File: src/rtl/mmio_uart_pkg.sv
// Shared definitions for the memory-mapped UART transmitter:
// register offsets, status/control bit positions and FSM states.
package mmio_uart_pkg;

    localparam logic [1:0] OFF_TXDATA  = 2'd0;
    localparam logic [1:0] OFF_STATUS  = 2'd1;
    localparam logic [1:0] OFF_CTRL    = 2'd2;
    localparam logic [1:0] OFF_BAUDDIV = 2'd3;

    localparam int ST_BUSY  = 0;
    localparam int ST_FULL  = 1;
    localparam int ST_EMPTY = 2;
    localparam int ST_OVF   = 3;
    localparam int ST_LEVEL = 8;

    localparam int CTRL_EN  = 0;
    localparam int CTRL_CLR = 1;

    typedef enum logic [1:0] {
        IDLE,
        START,
        DATA,
        STOP
    } tx_state_t;

endpackage

File: src/rtl/mmio_uart_tx_if.sv
// Core MMIO bus: byte address, write/read data, range select and
// single-cycle write/read strobes.
interface mmio_uart_tx_if;
    logic [31:0] addr;
    logic [31:0] wr_data;
    logic [31:0] rd_data;
    logic        cs;
    logic        wr;
    logic        rd;

    modport master (
        output addr, wr_data, cs, wr, rd,
        input  rd_data
    );

    modport slave (
        input  addr, wr_data, cs, wr, rd,
        output rd_data
    );
endinterface

File: src/rtl/sync_fifo.sv
// Single-clock FIFO with registered pointers and an occupancy count.
// A push while full is only taken when a pop frees a slot that cycle.
module sync_fifo #(
    parameter int DEPTH = 8,
    parameter int WIDTH = 8,
    localparam int AW = $clog2(DEPTH),
    localparam int LW = AW + 1
) (
    input  logic             clk,
    input  logic             reset,
    input  logic             push,
    input  logic             pop,
    input  logic [WIDTH-1:0] din,
    output logic [WIDTH-1:0] dout,
    output logic             full,
    output logic             empty,
    output logic [LW-1:0]    level
);

    if (DEPTH < 2 || (DEPTH & (DEPTH - 1)) != 0) begin : g_bad_depth
        $error("sync_fifo: DEPTH must be a power of 2, at least 2");
    end

    logic [WIDTH-1:0] mem [DEPTH];
    logic [AW-1:0]    wr_ptr;
    logic [AW-1:0]    rd_ptr;
    logic [LW-1:0]    count;
    logic             do_push;
    logic             do_pop;

    assign full    = (count == LW'(DEPTH));
    assign empty   = (count == '0);
    assign level   = count;
    assign dout    = mem[rd_ptr];
    assign do_pop  = pop & ~empty;
    assign do_push = push & (~full | do_pop);

    always_ff @(posedge clk) begin
        if (do_push) mem[wr_ptr] <= din;
    end

    always_ff @(posedge clk) begin
        if (reset) begin
            wr_ptr <= '0;
            rd_ptr <= '0;
            count  <= '0;
        end else begin
            if (do_push) wr_ptr <= wr_ptr + 1'b1;
            if (do_pop)  rd_ptr <= rd_ptr + 1'b1;
            case ({do_push, do_pop})
                2'b10:   count <= count + 1'b1;
                2'b01:   count <= count - 1'b1;
                default: count <= count;
            endcase
        end
    end

endmodule

File: src/rtl/mmio_uart_tx.sv
// MMIO UART transmitter: register file, TX FIFO and an 8N1 serialiser.
// Read data is combinational so the core can sample it in its memory stage.
module mmio_uart_tx
    import mmio_uart_pkg::*;
#(
    parameter logic [31:0] BASE_ADDR   = 32'h1000_0000,
    parameter int          FIFO_DEPTH  = 8,
    parameter logic [15:0] DEFAULT_DIV = 16'd433
) (
    input  logic           clk,
    input  logic           reset,
    mmio_uart_tx_if.slave  bus,
    output logic           uart_tx,
    output logic           tx_irq
);

    localparam int LW = $clog2(FIFO_DEPTH) + 1;

    if (BASE_ADDR[31:28] != 4'h1 || BASE_ADDR[3:0] != 4'h0) begin : g_bad_base
        $error("mmio_uart_tx: BASE_ADDR outside 0x1000_0000-0x1FFF_FFFF or misaligned");
    end

    logic          hit;
    logic [1:0]    off;
    logic          wr_hit;
    logic          enable;
    logic          overflow;
    logic [15:0]   baud_div;
    logic          push;
    logic          pop;
    logic          full;
    logic          empty;
    logic [7:0]    fifo_dout;
    logic [LW-1:0] level;
    tx_state_t     state;
    tx_state_t     state_nxt;
    logic [15:0]   bit_cnt;
    logic [2:0]    bit_idx;
    logic [7:0]    shift;
    logic          bit_end;
    logic          busy;
    logic [31:0]   status;
    logic          unused;

    assign unused = ^{bus.addr[1:0], bus.wr_data[31:16]};

    assign hit    = bus.cs & (bus.addr[31:4] == BASE_ADDR[31:4]);
    assign off    = bus.addr[3:2];
    assign wr_hit = bus.wr & hit;
    assign push   = wr_hit & (off == OFF_TXDATA);

    sync_fifo #(.DEPTH(FIFO_DEPTH), .WIDTH(8)) u_fifo (
        .clk   (clk),
        .reset (reset),
        .push  (push),
        .pop   (pop),
        .din   (bus.wr_data[7:0]),
        .dout  (fifo_dout),
        .full  (full),
        .empty (empty),
        .level (level)
    );

    // A set in the same cycle as a write-1-clear must win.
    always_ff @(posedge clk) begin
        if (reset) begin
            enable   <= 1'b0;
            overflow <= 1'b0;
            baud_div <= DEFAULT_DIV;
        end else begin
            if (wr_hit && off == OFF_CTRL) enable <= bus.wr_data[CTRL_EN];
            if (wr_hit && off == OFF_BAUDDIV) baud_div <= bus.wr_data[15:0];
            if (push & full & ~pop) begin
                overflow <= 1'b1;
            end else if (wr_hit && off == OFF_CTRL && bus.wr_data[CTRL_CLR]) begin
                overflow <= 1'b0;
            end
        end
    end

    assign busy    = (state != IDLE);
    assign tx_irq  = enable & empty & ~busy;
    assign bit_end = (bit_cnt == 16'd0);

    always_comb begin
        status = '0;
        status[ST_BUSY]        = busy;
        status[ST_FULL]        = full;
        status[ST_EMPTY]       = empty;
        status[ST_OVF]         = overflow;
        status[ST_LEVEL +: 4]  = 4'(level);
    end

    always_comb begin
        bus.rd_data = '0;
        if (hit & bus.rd) begin
            unique case (off)
                OFF_TXDATA:  bus.rd_data = '0;
                OFF_STATUS:  bus.rd_data = status;
                OFF_CTRL:    bus.rd_data = {31'd0, enable};
                OFF_BAUDDIV: bus.rd_data = {16'd0, baud_div};
            endcase
        end
    end

    always_ff @(posedge clk) begin
        if (reset) state <= IDLE;
        else       state <= state_nxt;
    end

    always_comb begin
        state_nxt = state;
        pop       = 1'b0;
        uart_tx   = 1'b1;
        unique case (state)
            IDLE: begin
                if (enable & ~empty) begin
                    pop       = 1'b1;
                    state_nxt = START;
                end
            end
            START: begin
                uart_tx = 1'b0;
                if (bit_end) state_nxt = DATA;
            end
            DATA: begin
                uart_tx = shift[bit_idx];
                if (bit_end && bit_idx == 3'd7) state_nxt = STOP;
            end
            STOP: begin
                if (bit_end) begin
                    if (enable & ~empty) begin
                        pop       = 1'b1;
                        state_nxt = START;
                    end else begin
                        state_nxt = IDLE;
                    end
                end
            end
        endcase
    end

    // Divisor is re-read at every bit boundary, so edits apply to the next bit.
    always_ff @(posedge clk) begin
        if (reset) begin
            bit_cnt <= '0;
            bit_idx <= '0;
            shift   <= '0;
        end else if (pop) begin
            shift   <= fifo_dout;
            bit_cnt <= baud_div;
            bit_idx <= '0;
        end else if (busy) begin
            if (bit_end) begin
                bit_cnt <= baud_div;
                if (state == DATA) bit_idx <= bit_idx + 1'b1;
            end else begin
                bit_cnt <= bit_cnt - 1'b1;
            end
        end
    end

endmodule
File: src/flat_wrapper.sv
// flat-port wrapper written by rule: the top's interface ports become plain ports
module mmio_uart_tx_flat import mmio_uart_pkg::*;
#(
    parameter logic [31:0] BASE_ADDR   = 32'h1000_0000,
    parameter int          FIFO_DEPTH  = 8,
    parameter logic [15:0] DEFAULT_DIV = 16'd433
)
  (clk, reset, uart_tx, tx_irq, bus_addr, bus_wr_data, bus_cs, bus_wr, bus_rd, bus_rd_data);
  mmio_uart_tx_if bus_i ();
  input  logic clk;
  input  logic reset;
  output logic uart_tx;
  output logic tx_irq;
  input wire logic [$bits(bus_i.addr)-1:0] bus_addr;
  input wire logic [$bits(bus_i.wr_data)-1:0] bus_wr_data;
  input wire logic [$bits(bus_i.cs)-1:0] bus_cs;
  input wire logic [$bits(bus_i.wr)-1:0] bus_wr;
  input wire logic [$bits(bus_i.rd)-1:0] bus_rd;
  output wire logic [$bits(bus_i.rd_data)-1:0] bus_rd_data;
  assign bus_i.addr = bus_addr;
  assign bus_i.wr_data = bus_wr_data;
  assign bus_i.cs = bus_cs;
  assign bus_i.wr = bus_wr;
  assign bus_i.rd = bus_rd;
  assign bus_rd_data = bus_i.rd_data;
  mmio_uart_tx #(.BASE_ADDR(BASE_ADDR), .FIFO_DEPTH(FIFO_DEPTH), .DEFAULT_DIV(DEFAULT_DIV)) u_core (.clk(clk), .reset(reset), .bus(bus_i), .uart_tx(uart_tx), .tx_irq(tx_irq));
endmodule
File: config.mk
export PLATFORM = sky130hd
export DESIGN_NAME = mmio_uart_tx_flat
export DESIGN_NICKNAME = d
export VERILOG_FILES = /design/src/rtl/mmio_uart_pkg.sv /design/src/rtl/mmio_uart_tx_if.sv /design/src/rtl/sync_fifo.sv /design/src/rtl/mmio_uart_tx.sv /design/src/flat_wrapper.sv
export SDC_FILE = /design/constraint.sdc
export NUM_CORES = 1
export LEC_CHECK = 0
export CAP_MARGIN = 20
export CORE_MARGIN = 1
export CORE_UTILIZATION = 50
export DETAILED_ROUTE_END_ITERATION = 8
export HOLD_SLACK_MARGIN = 0.03
export PLACE_DENSITY = 0.86
export REMOVE_ABC_BUFFERS = 1
export SLEW_MARGIN = 20
export SYNTH_ARGS = -nofsm -noshare
export SYNTH_HDL_FRONTEND = slang
export SYNTH_SLANG_ARGS = --single-unit
File: constraint.sdc
create_clock -name clk -period 3.3 [get_ports clk]
set_input_delay 0.495 -clock clk [delete_from_list [all_inputs] [get_ports clk]]
set_output_delay 0.495 -clock clk [all_outputs]
set_load 0.05 [all_outputs]
=== Word-level counts from Yosys, hierarchy flattened ===
Memory sizes are Yosys's and may differ from the RTL's. A register that Yosys moved wholly into a read port is not among the register bits.
Cells that the tools add are included.

* $add $sub $neg: 6
* $lt $le $gt $ge: 1
* Eq/ne operators: 15
* Muxes and demuxes: 22
* Bitwise gates (word level): 16
* Reduce and logical (&&, ||, !) cells: 15

{| class="wikitable"
|+ Operator list
! operator !! number
|-
| 32-bit one-hot mux with 4 select lines || 1
|-
| 16-bit two-way mux || 3
|-
| 32-bit two-way mux || 1
|-
| 28-bit by 25-bit equality test with 1-bit output (second input constant) || 1
|-
| 16-bit logical NOT || 1
|-
| 16-bit by 1-bit subtractor with 16-bit output (second input constant) || 1
|-
| 1-bit AND || 11
|-
| 2-bit equality test (second input constant) || 5
|-
| 3-bit by 1-bit adder with 3-bit output (second input constant) || 3
|-
| 1-bit two-way mux || 8
|-
| 2-bit two-way mux || 4
|-
| 2-bit by 1-bit inequality test with 1-bit output (second input constant) || 4
|-
| 2-bit one-hot mux with 4 select lines || 1
|-
| 4-bit one-hot mux with 2 select lines || 1
|-
| 2-bit nonzero test || 4
|-
| 2-bit by 1-bit equality test with 1-bit output (second input constant) || 3
|-
| 4-bit by 1-bit adder with 4-bit output (second input constant) || 1
|-
| 4-bit equality test (second input constant) || 1
|-
| 1-bit logical AND || 4
|-
| 2-bit logical NOT || 2
|-
| 4-bit logical NOT || 1
|-
| 3-bit by 4-bit less-than comparator with 1-bit output (second input constant) || 1
|-
| 1-bit NOT || 4
|-
| 1-bit one-hot mux with 2 select lines || 2
|-
| 7 further kinds || 7
|}

* Flip-flop bits (word level): 49
* Memory bits (writable): 64
* Input bits: 69
* Output and inout port bits: 34
* Word-level logic and storage cells: 85
* Memories: 1

{| class="wikitable"
|+ Memories
! name !! words !! bits a word !! rd ports !! clocked after Yosys merged registers in !! wr ports !! line !! RTL
|-
| u_core.u_fifo.mem || 8 || 8 || 1 || 1 || 1 || sync_fifo.sv:24 || <nowiki>logic [WIDTH-1:0] mem [DEPTH];</nowiki>
|}

=== Logic depth before layout (Yosys ltp) ===
Gate-level depths: netlist (run 1).

* Depth after elaboration: 11
* Depth in mapped cells: 14
* Mapped depth without buffers: 13

=== Hierarchy ===
A second synthesis (run 1) with hierarchy kept.

* Cell total of the unflattened synthesis: 515
* Area, all modules: 6124.6 µm²

{| class="wikitable"
|+ Modules (own cells, without submodules)
! module !! times used !! cells an instance !! area each (µm²) !! sequential area each (µm²)
|-
| sync_fifo || 1 || 176 || 3203.1 || 2182.1
|-
| mmio_uart_tx || 1 || 339 || 2921.6 || 940.9
|}

=== Least setup slack after synthesis (run 1) ===
No wires, ideal clock.

* Path kind: flip-flop to output port
* From: reg u_core.state[0]
* To: out bus_rd_data[0]
* Data arrival time: 2.773 ns
* Data required time: 2.805 ns
* Setup slack: 0.032 ns
* Cell stages (with the launch flop): 7
* Buffers on the path: 1
* Cells stage by stage: dfxtp_1 inv_1 ha_1 clkbuf_1 nor3b_1 a21oi_1 nor4b_1

* Longest elaborated chain between the ends: 3

{| class="wikitable"
|+ Ends and longest elaborated chain
! element !! line !! RTL
|-
| start, declared || mmio_uart_tx.sv:35 || <nowiki>tx_state_t state;</nowiki>
|-
| start signal, assigned || mmio_uart_tx.sv:108 || <nowiki>else state <= state_nxt;</nowiki>
|-
| 2-bit nonzero test || mmio_uart_tx.sv:81 || <nowiki>assign busy = (state != IDLE);</nowiki>
|-
| 32-bit one-hot mux with 4 select lines || mmio_uart_tx.sv:97 || <nowiki>unique case (off)</nowiki>
|-
| 32-bit two-way mux || mmio_uart_tx.sv:96 || <nowiki>if (hit & bus.rd) begin</nowiki>
|-
| end, declared || flat_wrapper.sv:19 || <nowiki>output wire logic [$bits(bus_i.rd_data)-1:0] bus_rd_data;</nowiki>
|}

Every way passes these cells. The select of a mux whose other input is x is not followed.

=== Worst setup path in the final report (run 1) ===
* From: in bus_addr[8]
* To: out bus_rd_data[14]

* Longest elaborated chain between the ends: 4

{| class="wikitable"
|+ Ends and longest elaborated chain
! element !! line !! RTL
|-
| start, declared || flat_wrapper.sv:14 || <nowiki>input wire logic [$bits(bus_i.addr)-1:0] bus_addr;</nowiki>
|-
| 28-bit by 25-bit equality test with 1-bit output || mmio_uart_tx.sv:47 || <nowiki>assign hit = bus.cs & (bus.addr[31:4] == BASE_ADDR[31:4]);</nowiki>
|-
| 1-bit AND || mmio_uart_tx.sv:47 ||
|-
| 1-bit AND || mmio_uart_tx.sv:96 ||
|-
| 32-bit two-way mux || mmio_uart_tx.sv:96 ||
|}

Every way passes these cells.

==> reports/results.ini, run 1 <==
[cells_and_area]
ff_latch_area_mm2=0.00306
final_common_cell=edfxtp_1
instances_no_fill=731
layout-drive-gt1-share=0.160
nFillCells=766
fin_nets=657
multi_input_area_mm2=0.00255
antenna_cells=0
areaGrowthSynthToFinish_pct=26.7
final_cell_mix=64 x edfxtp_1, 61 x nor2_1, 57 x dfxtp_1

[yosys]
synthCells=497
yosys_warnings=0
synth_largest_area_cell=edfxtp_1
netlist_area_mm2=0.00585
synth_area_leaders=edfxtp_1 33%, dfxtp_1 19%, mux4_2 6.9%
synth_top_area_frac=0.328
ys_seq_area_frac=0.523
avgSynthCellArea_um2=11.8
synth_flop_cell=edfxtp_1
async_flop_share=0
yosysUniqueCellTypes=62
ys_seq_elements=121
synth_edf_count=64

[routing]
drtPass1Iterations=6
drt-vias-per-instance=6.12
drt_iter0_drc=460
wire_per_inst_um=18.7
drt-total-wl_um=13700
ant_nets=0
drc=0
num_vias=4476

[grt]
antenna_found_initial=0
gr-total-overflow=0
grt_pass1_vias=4364
grt_max_degree=51
grt_usage=0.239
grt_first_pass_wirelength_um=21500

[floorplan]
die_area_mm2=0.0121
io_pins=103
die-width_um=110
num_rows=39
chipHeight_um=110
core_mm2=0.0114
initial_core_util=0.513

[worst_setup_path]
cp.arrival_ns=2.56
cp-start-kind=primary input
end_kind=primary output
cpPeakStageDelay_ns=0.41
worstPathMaxFanout=8
required_ns=2.80
cp_cell_sequence=clkdlybuf4s50_1 > nor4_1 > nand4_1 > nor2_1 > and4_1 > and2_1 > buf_12
crit_slowest_cell=and4_1
worstSetupPathType=in2out

[sta]
setup_violations=0
holdWs_ns=0.484
worst_pin_slew_ns=0.845
rsz0062_at_grt=no
post-route-period-util=0.926
slew_viol_final=0
min_period_ns=3.05
tns_ns=0
fmax_ghz=0.327
hold_viol=0
clock_skew_ns=0.0124
slew_headroom=0.436

[pwr]
pwr-share-comb=0.325
leakage_nw=2.62
pwr-share-clk=0.352
power_w=0.00530
power_density_mw_per_mm2=715
seq_power_share=0.323
ir_drop_v=0.000429
intPower_w=0.00342
p_sw_frac=0.356
switchingPower_w=0.00188

[clock_tree]
cts.clk_slew.worst_paths_ns=0.05
cts_tree=built
cts_inserted_buffers=17
cts-root-buf=clkbuf_16
cts_max_path_buffers=2
clkLatencyLatePin_ns=0.42
ctsHoldBuffers=0
htree_levels=4
clock-sinks=121
cts_setup_buffers=0

[place]
place.gp.congestion=0.876
portBuffers=68
dp_hpwl_um=8910
post-place-cells=699

[min_path]
worstHoldPathType=reg2reg

[outcome]
status=completed

[run]
drv_cap=0

[cell usage after synthesis (5+ instances only)]
cell type  number
clkbuf_1       11
a211oi_1        8
o21ai_0         8
nor3_1         17
mux2i_1        38
buf_4          18
mux4_2         18
inv_1          13
nand2_1        24
nor3b_1         7
nor2_1         61
ha_1           12
dfxtp_1        57
nor4_1         11
and4_1          6
edfxtp_1       64
nand3_1         7
a21oi_1        20
buf_2           6
and2_1         11
o32ai_1         5
[what timing repair did]
action                                  CTS  global route
endpoints found under the setup margin    0             1
endpoints found under the hold margin     0             0
gates resized for setup                   0             1
[worst max-delay path, delay by kind of cell]
family                 cells  cell delay, ns
buffers and inverters      2            0.55
and+or+nand+nor            5            1.52
[metrics by stage]
stage / utilization / area, um2 / setup WS, ns
4_1_cts: 0.649 / 7410 / 0.153
6_report: 0.649 / 7410 / 0.246
3_5_place_dp: 0.596 / 6810 / 0.124
2_1_floorplan: - / 5670 / 0.0381
3_3_place_gp: 0.596 / 6810 / 0.236
5_1_grt: 0.649 / 7410 / 0.0138
[routing by layer]
layer,up-vias,GRT usage,part of all wire
met1,2159,0.291,0.39
met4,0,0.109,0.032
met2,264,0.396,0.50
met5,-,0,0
li1,1999,-,-
met3,54,0.0688,0.076
[flip-flops by register name (all words and copies together) (netlist names)]
| register | flops |
|---|---|
| u_core.baud_div | 16 |
| u_core.bit_cnt | 16 |
| u_core.state | 2 |
| u_core.u_fifo.level | 4 |
| u_core.u_fifo.mem | 64 |
| u_core.u_fifo.rd_ptr | 3 |
| u_core.enable | 1 |
| u_core.bit_idx | 3 |
| u_core.shift | 8 |
| u_core.overflow | 1 |
| u_core.u_fifo.wr_ptr | 3 |
[cell type report]
cell class	instances	share of cell area
multi-input cells	336	0.344
clock inverters	14	0.0235
flip-flops and latches	121	0.413
repair buffers	85	0.130
well taps	143	0.0241
clock buffers	18	0.0579
inverters	14	0.00709
[power groups by stage]
| stage | registers [W] | clock network (W) | logic, W |
|---|---|---|---|
| after floorplan | 0.00172 | 0 | 0.00116 |
| after global placement | 0.00173 | 0 | 0.00152 |
| after detailed placement | 0.00174 | 0 | 0.00157 |
| after CTS | 0.00171 | 0.00188 | 0.00166 |
| after global routing | 0.00172 | 0.00196 | 0.00182 |
| final | 0.00171 | 0.00187 | 0.00172 |
[worst paths after layout]
| kind | startpoint | end | slack (ns) | cells after the start |
|---|---|---|---|---|
| min reg2reg | u_core.bit_cnt[1] | u_core.bit_cnt[1] | 0.48 | 2 |
| max reg2reg | u_core.bit_cnt[0] | u_core.u_fifo.level[3] | 0.26 | 13 |
| min | u_core.bit_cnt[1] | u_core.bit_cnt[1] | 0.48 | 2 |
| max | bus_addr[8] | bus_rd_data[14] | 0.25 | 7 |
[cell families after synthesis]
group,Yosys count,share of synthesized area
and+or+nand+nor,173,0.162
DFF,121,0.523
AOI/OAI and AO/OA,68,0.0825
muxes,60,0.142
buffers and inverters,55,0.0507
adders and majority gates,13,0.0291
xor gates and xnor gates,6,0.00898
other,1,0.000641
(Power assumes the default switching activity.)
==> inputs of run 2 (changes only) <==
--- a/config.mk
+++ b/config.mk
@@ -9,6 +9,7 @@
 export CORE_MARGIN = 1
 export CORE_UTILIZATION = 50
 export DETAILED_ROUTE_END_ITERATION = 8
+export GPL_ROUTABILITY_DRIVEN = 1
 export HOLD_SLACK_MARGIN = 0.03
 export PLACE_DENSITY = 0.86
 export REMOVE_ABC_BUFFERS = 1
==> results of run 2 <==
The final DEF is identical to that of run 1; final timing and power are the same.
